## src/rtl/pwm_spi_write_sequencer.sv

```systemverilog
// -----------------------------------------------------------------------------
// pwm_spi_write_sequencer
//
// SPI configuration front-end and write scheduler for the 8-channel 3-bit PWM
// driver. 8-bit command frames arrive over a 3-wire SPI link (mode 0, MSB
// first). Each frame is parity-checked and queued in a small FIFO. It is then
// replayed as a single write (unicast) or as eight writes to channels 0..7
// (broadcast) on the driver's set/addr/level port. Writes are issued only
// while commit_ok is high.
//
// Frame: [7] B (broadcast), [6:4] addr, [3:1] level, [0] even parity.
//
// Ports:
//   clk, rst_n     system clock; asynchronous active-low reset
//   spi_sclk       SPI clock (asynchronous, <= clk/4)
//   spi_cs_n       SPI chip select, active low (asynchronous)
//   spi_mosi       SPI data, MSB first (asynchronous)
//   commit_ok      write permission
//   pwm_set        one-cycle write strobe to the PWM driver
//   pwm_addr       channel address of the write (held between writes)
//   pwm_level      level of the write (held between writes)
//   busy           FIFO non-empty or sequencer not idle
//   parity_err     sticky: a frame failed parity
//   overflow_err   sticky: a good frame was dropped on a full FIFO
// -----------------------------------------------------------------------------
module pwm_spi_write_sequencer #(
    parameter int FIFO_DEPTH = 4
) (
    input  logic       clk,
    input  logic       rst_n,
    input  logic       spi_sclk,
    input  logic       spi_cs_n,
    input  logic       spi_mosi,
    input  logic       commit_ok,
    output logic       pwm_set,
    output logic [2:0] pwm_addr,
    output logic [2:0] pwm_level,
    output logic       busy,
    output logic       parity_err,
    output logic       overflow_err
);

    localparam int PTR_W = (FIFO_DEPTH > 1) ? $clog2(FIFO_DEPTH) : 1;
    localparam int CNT_W = PTR_W + 1;

    typedef enum logic [1:0] {
        ST_IDLE,
        ST_WRITE,
        ST_BCAST
    } state_t;

    // ------------------------------------------------------------------
    // Input synchronizers (2 flops each) and sclk rising-edge detect
    // ------------------------------------------------------------------
    logic sclk_s1, sclk_s2, sclk_prev;
    logic cs_s1, cs_s2;
    logic mosi_s1, mosi_s2;
    logic sclk_rise;

    // NOTE: state is updated with non-blocking assignments so every flop
    // samples the pre-edge values, independent of statement order.
    always_ff @(posedge clk or negedge rst_n) begin
        if (!rst_n) begin
            sclk_s1   <= 1'b0;
            sclk_s2   <= 1'b0;
            sclk_prev <= 1'b0;
            cs_s1     <= 1'b1;   // deselected while in reset
            cs_s2     <= 1'b1;
            mosi_s1   <= 1'b0;
            mosi_s2   <= 1'b0;
        end else begin
            sclk_s1   <= spi_sclk;
            sclk_s2   <= sclk_s1;
            sclk_prev <= sclk_s2;
            cs_s1     <= spi_cs_n;
            cs_s2     <= cs_s1;
            mosi_s1   <= spi_mosi;
            mosi_s2   <= mosi_s1;
        end
    end

    assign sclk_rise = sclk_s2 & ~sclk_prev;

    // ------------------------------------------------------------------
    // Shift register and bit counter
    // ------------------------------------------------------------------
    logic [7:0] shift_reg;
    logic [2:0] bit_cnt;
    logic       frame_done;   // shift_reg holds a complete frame this cycle

    always_ff @(posedge clk or negedge rst_n) begin
        if (!rst_n) begin
            shift_reg  <= 8'd0;
            bit_cnt    <= 3'd0;
            frame_done <= 1'b0;
        end else begin
            frame_done <= 1'b0;
            if (cs_s2) begin
                // Deselect discards any partial frame silently.
                bit_cnt <= 3'd0;
            end else if (sclk_rise) begin
                shift_reg <= {shift_reg[6:0], mosi_s2};
                bit_cnt   <= bit_cnt + 3'd1;
                if (bit_cnt == 3'd7) begin
                    frame_done <= 1'b1;
                end
            end
        end
    end

    // The next sclk rise is at least 4 clk away, so shift_reg is stable
    // during the frame_done cycle and can be pushed directly.
    logic frame_ok;
    assign frame_ok = ~^shift_reg;

    // ------------------------------------------------------------------
    // Frame FIFO: stores {B, addr, level}
    // ------------------------------------------------------------------
    logic [6:0]       mem [FIFO_DEPTH];
    logic [PTR_W-1:0] wr_ptr, rd_ptr;
    logic [CNT_W-1:0] count;
    logic             fifo_full, fifo_empty;
    logic             push_req, push, pop;
    logic [6:0]       head;

    assign fifo_full  = (count == CNT_W'(FIFO_DEPTH));
    assign fifo_empty = (count == '0);
    assign push_req   = frame_done & frame_ok;
    // A full FIFO still accepts the frame when the head leaves this cycle.
    assign push       = push_req & (~fifo_full | pop);
    assign head       = mem[rd_ptr];

    // NOTE: the storage array has no reset; the pointers and count define
    // which entries are valid, so clearing it would only cost logic.
    always_ff @(posedge clk) begin
        if (push) begin
            mem[wr_ptr] <= shift_reg[7:1];
        end
    end

    always_ff @(posedge clk or negedge rst_n) begin
        if (!rst_n) begin
            wr_ptr       <= '0;
            rd_ptr       <= '0;
            count        <= '0;
            parity_err   <= 1'b0;
            overflow_err <= 1'b0;
        end else begin
            if (push) wr_ptr <= wr_ptr + PTR_W'(1);
            if (pop)  rd_ptr <= rd_ptr + PTR_W'(1);
            case ({push, pop})
                2'b10:   count <= count + CNT_W'(1);
                2'b01:   count <= count - CNT_W'(1);
                default: count <= count;
            endcase
            if (frame_done && !frame_ok) parity_err <= 1'b1;
            if (push_req && fifo_full && !pop) overflow_err <= 1'b1;
        end
    end

    // ------------------------------------------------------------------
    // Write sequencer FSM (outputs are registered from *_next)
    // ------------------------------------------------------------------
    state_t     state, state_next;
    logic [2:0] ch_cnt, ch_next;
    logic [2:0] bcast_level, bcast_level_next;
    logic       set_next;
    logic [2:0] addr_next, level_next;

    always_ff @(posedge clk or negedge rst_n) begin
        if (!rst_n) begin
            state       <= ST_IDLE;
            ch_cnt      <= 3'd0;
            bcast_level <= 3'd0;
            pwm_set     <= 1'b0;
            pwm_addr    <= 3'd0;
            pwm_level   <= 3'd0;
            busy        <= 1'b0;
        end else begin
            state       <= state_next;
            ch_cnt      <= ch_next;
            bcast_level <= bcast_level_next;
            pwm_set     <= set_next;
            pwm_addr    <= addr_next;
            pwm_level   <= level_next;
            busy        <= ~fifo_empty | (state != ST_IDLE);
        end
    end

    // NOTE: every output of this block gets a default first, so no path
    // leaves a signal unassigned and no latch is inferred.
    always_comb begin
        state_next       = state;
        ch_next          = ch_cnt;
        bcast_level_next = bcast_level;
        pop              = 1'b0;
        set_next         = 1'b0;
        addr_next        = pwm_addr;    // hold last written values
        level_next       = pwm_level;

        case (state)
            ST_IDLE: begin
                if (!fifo_empty && commit_ok) begin
                    pop = 1'b1;
                    if (head[6]) begin
                        state_next       = ST_BCAST;
                        ch_next          = 3'd0;
                        bcast_level_next = head[2:0];
                    end else begin
                        // Strobe is registered here, so WRITE is the cycle
                        // in which pwm_set is high.
                        state_next = ST_WRITE;
                        set_next   = 1'b1;
                        addr_next  = head[5:3];
                        level_next = head[2:0];
                    end
                end
            end

            ST_WRITE: begin
                state_next = ST_IDLE;
            end

            ST_BCAST: begin
                // Without permission the counter holds, so the broadcast
                // resumes at the same channel.
                if (commit_ok) begin
                    set_next   = 1'b1;
                    addr_next  = ch_cnt;
                    level_next = bcast_level;
                    ch_next    = ch_cnt + 3'd1;
                    if (ch_cnt == 3'd7) begin
                        state_next = ST_IDLE;
                    end
                end
            end

            default: begin
                state_next = ST_IDLE;
            end
        endcase
    end

endmodule

```

## config.mk

```make
export PLATFORM = sky130hd
export DESIGN_NAME = pwm_spi_write_sequencer
export DESIGN_NICKNAME = d
export VERILOG_FILES = /design/src/rtl/pwm_spi_write_sequencer.sv
export SDC_FILE = /design/constraint.sdc
export NUM_CORES = 1
export LEC_CHECK = 0
export CORE_UTILIZATION = 59
export CTS_CLUSTER_DIAMETER = 30
export DETAILED_ROUTE_END_ITERATION = 10
export PLACE_DENSITY = 0.88
export SLEW_MARGIN = 20
export SYNTH_ARGS = -nofsm -noshare
export SYNTH_HDL_FRONTEND = slang
export SYNTH_SLANG_ARGS = --single-unit
```

## constraint.sdc

```tcl
create_clock -name clk -period 3.7 [get_ports clk]
set_clock_uncertainty 0.2 [all_clocks]
set_input_delay 0.37 -clock clk [delete_from_list [all_inputs] [get_ports clk]]
set_output_delay 0.37 -clock clk [all_outputs]
set_load 0.02 [all_outputs]
```

# --- Word-level counts from Yosys, hierarchy flattened ---
# Memory sizes are Yosys's and may differ from the RTL's.
# Cells that the tools add are included.
totals:
  mem_bits_rw: 28
  in_bits: 6
  mem_count: 1
  out_inout_bits: 10
  reg_bits: 44
mem_list:
  columns: ["memory", "words", "word_bits", "read_ports", "rd_clocked_by_memory_dff", "write_ports", "line", "source"]
  rows:
  - ["mem", 4, 7, 1, 0, 1, "119", "logic [6:0] mem [FIFO_DEPTH];"]
op_classes:
  n_reduce_logical: 19
  n_eq_ne: 11
  n_mux: 31
  bitwise_logic: 9
  add_sub_neg: 6
ops:
  columns: ["op", "count"]
  rows:
  - ["2-to-1 mux 3 bit", 11]
  - ["one-hot mux 3 bit (2 select lines)", 4]
  - ["2-to-1 mux 1 bit", 10]
  - ["!= test 2 bit, second input constant", 5]
  - ["adder 3 x 1 -> 3 bit, second input constant", 3]
  - ["equality test 3 bit, second input constant", 3]
  - ["2-to-1 mux 2 bit", 4]
  - ["AND reduction 4 bit", 2]
  - ["nonzero test 2 bit", 4]
  - ["XNOR reduction 8 bit", 1]
  - ["AND reduction 3 bit", 2]
  - ["adder 2 x 1 -> 2 bit, second input constant", 2]
  - ["equality test 2 bit, second input constant", 2]
  - ["logical AND 1 bit", 4]
  - ["NOT 1 bit", 4]
  - ["one-hot mux 2 bit (2 select lines)", 1]
  - ["bitwise AND 1 bit", 3]
  - ["logical NOT 1 bit", 3]
  - ["logical NOT 3 bit", 1]
  - ["subtractor 3 x 1 -> 3 bit, second input constant", 1]
  - ["equality test 2 x 1 -> 1 bit, second input constant", 1]
  - ["logical NOT 2 bit", 1]
  - ["OR 1 bit", 2]
  - ["one-hot mux 1 bit (2 select lines)", 1]
  - ["AND reduction 2 bit", 1]

# --- Longest topological paths before layout ---
# Gate-level depths: netlist (run 1).
logic_depth:
  word_depth: 9
  depth_mapped: 9
  mapped_depth_nobuf: 9

# --- Least setup slack after synthesis (run 1) ---
# No wires, ideal clock.
synth_timing:
  path_type: "register -> register"
  from: "register shift_reg[6]"
  to: "register count[2]"
  period_less_slack_ps: 2665
  path_stages_with_launch: 9
  setup_slack_ps: 1035
  path_buffers: 0
  setup_time_ps: 94
  t_arrival_ps: 2372
  path_cell_list: "dfrtp_1 xnor2_1 xnor2_1 xnor2_1 nand2_1 nand2_1 fa_1 or4_1 a221oi_2"
synth_between:
  elab_chain_len: 5
synth_rtl:
  columns: ["element", "line", "source"]
  rows:
  - ["from (decl)", "87", "logic [7:0] shift_reg;"]
  - ["from (signal assigned)", "102", "shift_reg <= {shift_reg[6:0], mosi_s2};"]
  - ["XNOR reduction 8 bit (*)", "114", "assign frame_ok = ~^shift_reg;"]
  - ["bitwise AND 1 bit (*)", "128", "assign push_req = frame_done & frame_ok;"]
  - ["bitwise AND 1 bit (*)", "130", "assign push = push_req & (~fifo_full | pop);"]
  - ["equality test 2 x 1 -> 1 bit / equality test 2 bit (equally long branches)", "151", "case ({push, pop})"]
  - ["one-hot mux 3 bit (2 select lines) / nonzero test 2 bit (equally long branches)", null, null]
  - ["to (signal assigned)", "152", "2'b10: count <= count + CNT_W'(1);"]
  - ["to (signal assigned)", "153", "2'b01: count <= count - CNT_W'(1);"]
  - ["to (signal assigned)", "154", "default: count <= count;"]
  - ["to (decl)", "121", "logic [CNT_W-1:0] count;"]
# Mark *: on every way between the ends. The rest lies on a longest branch, timed or not.
# A chain may end at the register's enable or synchronous reset.

# --- Final worst setup path (run 1) ---
layout_timing:
  from: "input port commit_ok"
  to: "register count[2]"
layout_between:
  elab_chain_len: 7
layout_rtl:
  columns: ["element", "line", "source"]
  rows:
  - ["from (decl)", "34", "input logic commit_ok,"]
  - ["logical AND 1 bit (*)", "203", "if (!fifo_empty && commit_ok) begin"]
  - ["2-to-1 mux 1 bit (*)", "203", null]
  - ["2-to-1 mux 1 bit (*)", "201", "case (state)"]
  - ["OR 1 bit", "130", null]
  - ["bitwise AND 1 bit", "130", null]
  - ["equality test 2 x 1 -> 1 bit / equality test 2 bit (equally long branches)", "151", null]
  - ["one-hot mux 3 bit (2 select lines) / nonzero test 2 bit (equally long branches)", null, null]
# Marked as above.

==> summary.log, run 1 <==
[status] result of the run finished, violations left
[status] violations in the final reports hold timing
[logic_synthesis] Yosys reg bits 72
[sta] Total Negative Setup Slacks 0 ps
[finish] share of final-layout standard cells stronger than drive strength 1 11.21%
[clock_tree] maximum root-to-sink buffer count 2
[worst_setup_path] number of cells on the worst reg-to-reg path 8
[place] last weighted congestion value of the routability-driven placer 0.8347
[finish] antenna fix cells 0
[detailed_routing] vias after detailed routing 1,649
[worst_setup_path] critical path data arrival time 3030 ps
[worst_setup_path] critical path cell sequence clkdlybuf4s50_1 -> nand2b_1 -> nor3_2 -> nand2_1 -> fa_1 -> or4_1 -> a221oi_2
[logic_synthesis] number of warnings printed during yosys synthesis 0
[logic_synthesis] Post-synth EDFFs 28
[logic_synthesis] synthesized netlist cell count 208
[finish] net count of the finished layout 242
[global_route] total global routing track utilization 19.57%
[die] Vert. Die Dim 73.49 microns
[clock_tree] clock tree from TritonCTS built
[worst_hold_path] path category of the worst min-delay check in -> async
[worst_setup_path] count of buffer and inverter cells on the critical path 1
[sta] fin crit share 80.68%
[sta] worst slack on hold paths -27.21 ps
[detailed_routing] number of antenna-violating nets in the routed design 0
[clock_tree] number of buffers inserted for hold repair after clock tree synthesis 0
[die] Core Footprint 4817 sq um
[logic_synthesis] Synth async-reset ratio 61.11%
[global_route] remaining global-route overflow 0
[finish] area delta synth->final 13.53%
[clock_tree] H-tree depth 3
[sta] Final setup violation count 0
[detailed_routing] Routed wire per std cell 15.06 microns
[place] # placed instances 283
[sta] Slew HR 38.24%
[finish] fill cell instance count of the final layout 312
[worst_setup_path] cell type of the slowest stage on the worst timing path clkdlybuf4s50_1
[die] placement row count 25
[worst_setup_path] path type of the worst setup path in -> reg
[global_route] vias in the first global route 1,663
[sta] hold violation total from the final report 39
[worst_setup_path] Worst R2R Setup Slack 720 ps
[logic_synthesis] part of the Yosys area used for sequential elements 64.48%
[clock_tree] count of cells resized by post-cts repair 0
[detailed_routing] total length of routed wires 4504 microns
[finish] number of flip-flops in the largest register 28
[finish] final std cells w/o fill 299
[sta] actual slew at the worst max-slew pin 926.4 ps
[worst_setup_path] Worst R2R End count[2]
[die] initial core utilization 62.60%
[sta] setup ws final 714.9 ps
[die] number of top-level pins 16
[logic_synthesis] post-synthesis instance area 3015 sq um
[die] Total Die Area 5401 sq um
[worst_setup_path] critical-path maximum fanout 9
[clock_tree] CTS buffer count 9
[place] Detailed Place HPWL 3164 microns
[die] x dimension of the die 73.49 microns
[clock_tree] clock-pin slew on the worst setup and hold paths 70 ps
[worst_setup_path] category of cells accounting for the largest share of critical-path delay simple AND/OR/NAND/NOR gates
[place] Buffers on Ports 15
[detailed_routing] drc violations 0
[worst_setup_path] crit path launch type primary input
[power_and_ir_drop] Max VDD drop 0.3466 mV
[place] pre-CTS WS 419.7 ps
[detailed_routing] drt via density 5.515
[global_route] largest net degree at the start of global routing 45
[clock_tree] root cell of the clock tree clkbuf_8
[global_route] antenna violations before repair 0
[sta] maximum clock rate 335.0 MHz
[power_and_ir_drop] leakage dissipation 1.374 nW
[sta] final critical delay including setup and external delays 2985 ps
[clock_tree] number of buffers inserted to repair setup after CTS 0
[global_route] wire length of the first global-routing pass 7596 microns
[worst_setup_path] type of destination of the critical path register
[power_and_ir_drop] Final Power 2.637 mW
[logic_synthesis] Post-Synthesis Mean Instance Area 14.50 sq um
[clock_tree] clock sink count 72
[worst_setup_path] data required time of the worst path 3750 ps
[sta] final-report max-slew violation count 0
[power_and_ir_drop] Power Density 770.3 nW/um^2
[logic_synthesis] net count of the mapped netlist 223
[logic_synthesis] top flip-flop cell by instance count after synthesis dfrtp_1
[detailed_routing] drt first-iter violations 60
[logic_synthesis] unique cell type count in the Yosys netlist 39
[sta] RSZ-0062 raised after global routing no
[clock_tree] clock latency at the later pin of the worst-skew pair 330 ps
[flow_run] max-cap violations 0
[worst_setup_path] longest individual stage delay on the worst path 590 ps
[detailed_routing] First-pass DRT Iterations 4
[worst_setup_path] source of the worst register-to-register timing path shift_reg[2]
## cells in the mapped netlist (2+ instances only)
| master | number | area share (%) |
|---|---|---|
| dfrtp_1 | 42 | 35 |
| edfxtp_1 | 28 | 28 |
| nand2_1 | 21 | 2.6 |
| mux2_1 | 12 | 4.5 |
| xnor2_1 | 11 | 3.2 |
| o21ai_1 | 9 | 1.5 |
| ha_1 | 8 | 3.3 |
| mux4_2 | 7 | 5.2 |
| nor2_1 | 7 | 0.87 |
| mux2i_1 | 6 | 2.0 |
| nor3_1 | 6 | 1.0 |
| and2_1 | 5 | 1.0 |
| inv_1 | 4 | 0.50 |
| nor2b_1 | 4 | 0.83 |
| a21oi_1 | 3 | 0.50 |
| buf_2 | 3 | 0.50 |
| clkbuf_1 | 3 | 0.37 |
| nand2b_1 | 3 | 0.62 |
| a311oi_1 | 2 | 0.58 |
| a32o_1 | 2 | 0.66 |
| dfstp_2 | 2 | 1.7 |
| o211a_1 | 2 | 0.66 |
| o211ai_1 | 2 | 0.50 |
## through the flow
stage / util (%) / hold WS [ps] / area (sq um)
2_1_floorplan: - / -125.6 / 3015
3_3_place_gp: 66.73 / 135.0 / 3214
3_5_place_dp: 66.73 / 137.9 / 3214
4_1_cts: 71.06 / 10.15 / 3423
5_1_grt: 71.06 / 31.79 / 3423
6_report: 71.06 / -27.21 / 3423
## power breakdown
group | leakage [nW] | total [mW] | switching [mW] | internal, mW
clock network | 0.106 | 0.632 | 0.261 | 0.371
registers | 0.792 | 1.19 | 0.184 | 1.01
logic | 0.476 | 0.812 | 0.422 | 0.390
## cell usage in the layout (no fill, tap or decap), types with 3 or more instances in the layout
cell,synthesis,layout
dfrtp_1,42,42
a21oi_1,3,3
o21ai_1,9,9
mux2i_1,6,6
nor2_1,7,7
nor2b_1,4,4
xnor2_1,11,11
nand2_1,21,21
nand2b_1,3,3
mux4_2,7,7
mux2_1,12,12
clkdlybuf4s50_1,0,14
inv_1,4,4
ha_1,8,8
and2_1,5,5
edfxtp_1,28,28
clkbuf_1,3,3
nor3_1,6,6
clkbuf_8,0,10
## cell families (layout without fill, tap and decap cells)
family                     count (synthesis)  in the layout  synth area share, %
adders and majority gates                  9              9                3.984
xor gates and xnor gates                  12             12                3.485
AOI/OAI and AO/OA                         26             26                6.266
and+or+nand+nor                           52             52                8.466
DFF                                       72             72                64.48
muxes                                     25             25                11.70
buffers and inverters                     12             36                1.618
## layout make-up
class / count / area [sq um] / share of cell area (%)
inverter: 5 / 18.77 / 0.5482
multi-input combinational: 124 / 1022 / 29.86
clock inverter: 2 / 35.03 / 1.023
clock buffer: 14 / 173.9 / 5.080
sequential: 72 / 1944 / 56.80
tap: 67 / 83.83 / 2.449
timing repair buffer: 15 / 145.1 / 4.240
## metal layers
metal / share of wire (%) / vias up / global-route usage, %
li1: - / 791 / -
met1: 44 / 819 / 23.95
met2: 51 / 29 / 32.01
met3: 3.0 / 10 / 4.527
met4: 1.9 / 0 / 11.32
met5: 0 / - / 0
## how the worst max path moves through the flow
| stage | startpoint | end | slack (ps) | cells after the start |
|---|---|---|---|---|
| 2_1_floorplan | shift_reg[6] | count[2] | 1030 | 8 |
| 3_3_place_gp | commit_ok | count[2] | 520 | 7 |
| 3_5_place_dp | commit_ok | count[2] | 420 | 7 |
| 4_1_cts | shift_reg[2] | count[2] | 660 | 8 |
| 5_1_grt | shift_reg[2] | count[2] | 500 | 8 |
| 6_report | commit_ok | count[2] | 710 | 7 |
Power figures use the tool's default switching activity.
==> run 2, diff against run 1 <==
==> constraint.sdc (replaced) <==
create_clock -name clk -period 2.8 [get_ports clk]
set_clock_uncertainty 0.2 [all_clocks]
set_input_delay 0.28 -clock clk [delete_from_list [all_inputs] [get_ports clk]]
set_output_delay 0.28 -clock clk [all_outputs]
set_load 0.02 [all_outputs]
==> summary.log, run 2 (same netlist as run 1, synthesis figures left out) <==
[place] Detailed Place HPWL 3286 microns [was 3164 microns]
[worst_setup_path] crit path launch type register [was primary input]
[sta] maximum clock rate 366.6 MHz
[power_and_ir_drop] total net switching power 1.241 mW [was 0.8670 mW]
[power_and_ir_drop] leakage dissipation 1.456 nW [was 1.374 nW]
[sta] Total Negative Setup Slacks 0 ps [unchanged]
[finish] commonest non-fill, non-tap cell in the layout dfrtp_1 [unchanged]
[flow_run] max-cap violations 0 [unchanged]
[global_route] met2 Use GR 35.17% [was 32.01%]
[detailed_routing] drt via density 5.599 [was 5.515]
[worst_setup_path] cell type of the slowest stage on the worst timing path or4_1 [was clkdlybuf4s50_1]
[worst_hold_path] path category of the worst min-delay check in -> reg [was in -> async]
[power_and_ir_drop] cell internal power dissipation 2.396 mW [was 1.770 mW]
[die] number of top-level pins 16 [unchanged]
[worst_setup_path] source of the worst register-to-register timing path shift_reg[5] [was shift_reg[2]]
[clock_tree] clock latency at the later pin of the worst-skew pair 340 ps [was 330 ps]
[worst_setup_path] critical path data arrival time 2770 ps [was 3030 ps]
[die] initial core utilization 62.60% [unchanged]
[power_and_ir_drop] Power Density 1024 nW/um^2 [was 770.3 nW/um^2]
[die] Total Die Area 5401 sq um [unchanged]
[clock_tree] clock-pin slew on the worst setup and hold paths 70 ps [about the same]
[die] Core Footprint 4817 sq um [unchanged]
[worst_setup_path] longest individual stage delay on the worst path 550 ps [was 590 ps]
[power_and_ir_drop] switching power share of the total 34.13% [was 32.88%]
[clock_tree] root cell of the clock tree clkbuf_8 [unchanged]
[global_route] total global routing track utilization 21.39% [was 19.57%]
[sta] worst slack on hold paths 150.1 ps [was -27.21 ps]
[global_route] met1 Usage GRT 25.31% [was 23.95%]
[sta] setup ws final 72.56 ps [was 714.9 ps]
[status] result of the run complete, no violations [was finished, violations left]
[sta] final critical delay including setup and external delays 2727 ps
[finish] most used cells in the layout excluding fill and tap cells 41 x dfrtp_1, 28 x edfxtp_1, 21 x nand2_1, 14 x clkdlybuf4s50_1, 12 x mux2_1 [was 42 x dfrtp_1, 28 x edfxtp_1, 21 x nand2_1, 14 x clkdlybuf4s50_1, 12 x mux2_1]
[sta] Slew HR 37.12% [was 38.24%]
[finish] combined area of the multi-input logic cells 1060 sq um [was 1022 sq um]
[clock_tree] CTS buffer count 9 [unchanged]
[sta] actual slew at the worst max-slew pin 943.2 ps [was 926.4 ps]
[detailed_routing] total length of routed wires 4981 microns [was 4504 microns]
[sta] Final setup violation count 0 [unchanged]
[sta] fin crit share 97.41%
[die] Vert. Die Dim 73.49 microns [unchanged]
[global_route] antenna violations before repair 0 [unchanged]
[worst_setup_path] type of destination of the critical path register [unchanged]
[power_and_ir_drop] Max VDD drop 0.4803 mV [was 0.3466 mV]
[clock_tree] number of buffers inserted to repair setup after CTS 0 [unchanged]
[sta] final-report max-slew violation count 0 [unchanged]
[detailed_routing] drt first-iter violations 181 [was 60]
[clock_tree] clock sink count 72 [unchanged]
[global_route] largest net degree at the start of global routing 45 [unchanged]
[worst_setup_path] path type of the worst setup path reg -> reg [was in -> reg]
[detailed_routing] Routed wire per std cell 15.96 microns [was 15.06 microns]
[finish] final design utilization 73.71% [was 71.06%]
[finish] share of final-layout standard cells stronger than drive strength 1 18.37% [was 11.21%]
[worst_setup_path] critical-path maximum fanout 7 [was 9]
[power_and_ir_drop] power share of the sequential group 42.4% [was 45.3%]
[finish] antenna fix cells 0 [unchanged]
[worst_setup_path] source of the critical timing path shift_reg[5] [was commit_ok]
[power_and_ir_drop] combinational share of power 36.8% [was 30.8%]
[finish] fill cell instance count of the final layout 328 [was 312]
[sta] hold violation total from the final report 0 [was 39]
[place] pre-CTS WS 55.30 ps [was 419.7 ps]
[worst_setup_path] critical path cell sequence xnor2_1 -> xnor2_2 -> xnor2_1 -> nand2_1 -> nand2_1 -> fa_1 -> or4_1 -> a221oi_2 [was clkdlybuf4s50_1 -> nand2b_1 -> nor3_2 -> nand2_1 -> fa_1 -> or4_1 -> a221oi_2]
[finish] number of flip-flops in the largest register 28 [unchanged]
[worst_hold_path] startpoint of the tightest hold check path spi_cs_n
[detailed_routing] drc violations 0 [unchanged]
[global_route] global-route track usage on met3 5.624% [was 4.527%]
[place] last weighted congestion value of the routability-driven placer 0.7927 [was 0.8347]
[die] placement row count 25 [unchanged]
[finish] total area of sequential cells 1946 sq um [was 1944 sq um]
[global_route] wire length of the first global-routing pass 8135 microns [was 7596 microns]
[clock_tree] clock tree from TritonCTS built [unchanged]
[detailed_routing] First-pass DRT Iterations 5 [was 4]
[worst_setup_path] data required time of the worst path 2840 ps [was 3750 ps]
[clock_tree] maximum root-to-sink buffer count 2 [unchanged]
[detailed_routing] vias after detailed routing 1,747 [was 1,649]
[global_route] GRT busiest layer met2 [unchanged]
[clock_tree] H-tree depth 3 [unchanged]
[detailed_routing] number of antenna-violating nets in the routed design 0 [unchanged]
[finish] net count of the finished layout 255 [was 242]
[global_route] vias in the first global route 1,783 [was 1,663]
[finish] area delta synth->final 17.76% [was 13.53%]
[global_route] remaining global-route overflow 0 [unchanged]
[place] Buffers on Ports 15 [unchanged]
[die] x dimension of the die 73.49 microns [unchanged]
[power_and_ir_drop] clock share of power 20.8% [was 24.0%]
run 2: cell count changes in the layout (fill, tap and decap cells not counted), sizes merged:
cell	delta
bufinv	-1
buf	+12
clkbuf	-1
clkinv	+2
dlygate4sd3	+1
run 2: power groups by stage:
stage | registers [mW] | clock network [mW] | logic, mW
2_1_floorplan | 1.54 | 0 | 0.834
3_5_place_dp | 1.55 | 0 | 1.27
4_1_cts | 1.53 | 0.774 | 1.28
5_1_grt | 1.57 | 0.818 | 1.45
3_3_place_gp | 1.53 | 0 | 1.21
6_report | 1.54 | 0.755 | 1.34
run 2: path summary, 6_finish.rpt:
path | end | slack [ps] | cells after the start
min in group asynchronous | bcast_level[1] | 420 | 2
max in group asynchronous | shift_reg[5] | 1310 | 2
worst max register to register | count[2] | 70 | 8
worst min register to register | cs_s2 | 160 | 0
worst max-delay path | count[2] | 70 | 8
worst min-delay path | cs_s1 | 150 | 1
run 2: repair_timing:
action	4_1_cts	5_1_grt
resized for setup	0	6
endpoints found under the hold margin	42	0
setup endpoints to repair	0	1
hold buffers	1	0
run 2: routing by layer:
layer / wire length [microns] / share of wire, % / vias to the layer above
met2: 2573 / 52 / 54
li1: - / - / 815
met1: 2113 / 42 / 867
met4: 107 / 2.1 / 0
met5: 0 / 0 / -
met3: 186 / 3.7 / 11
run 2: layout make-up:
type,instances,area share (%)
Clock inverter,3,0.4228
Sequential cell,72,54.79
Tap cell,67,2.361
Timing Repair Buffer,28,7.259
Clock buffer,13,4.792
Inverter,5,0.5285
Multi-Input combinational cell,124,29.85
run 2: stage by stage:
step	power, mW	cells	instance area [sq um]
after floorplan	2.373	208	3015
after global placement	2.747	295	3317
after detailed placement	2.817	295	3317
after CTS	3.583	312	3512
after global routing	3.845	312	3551
final	3.638	312	3551
run 2: worst max-delay path: cells and delay by family, from the launching register on:
family,cells,cell delay (ps)
AND/OR/NAND/NOR,3,720
XOR/XNOR,3,600
flip-flops,1,450
adder cells (fa/ha/maj),1,380
AO/OA/AOI/OAI,1,280
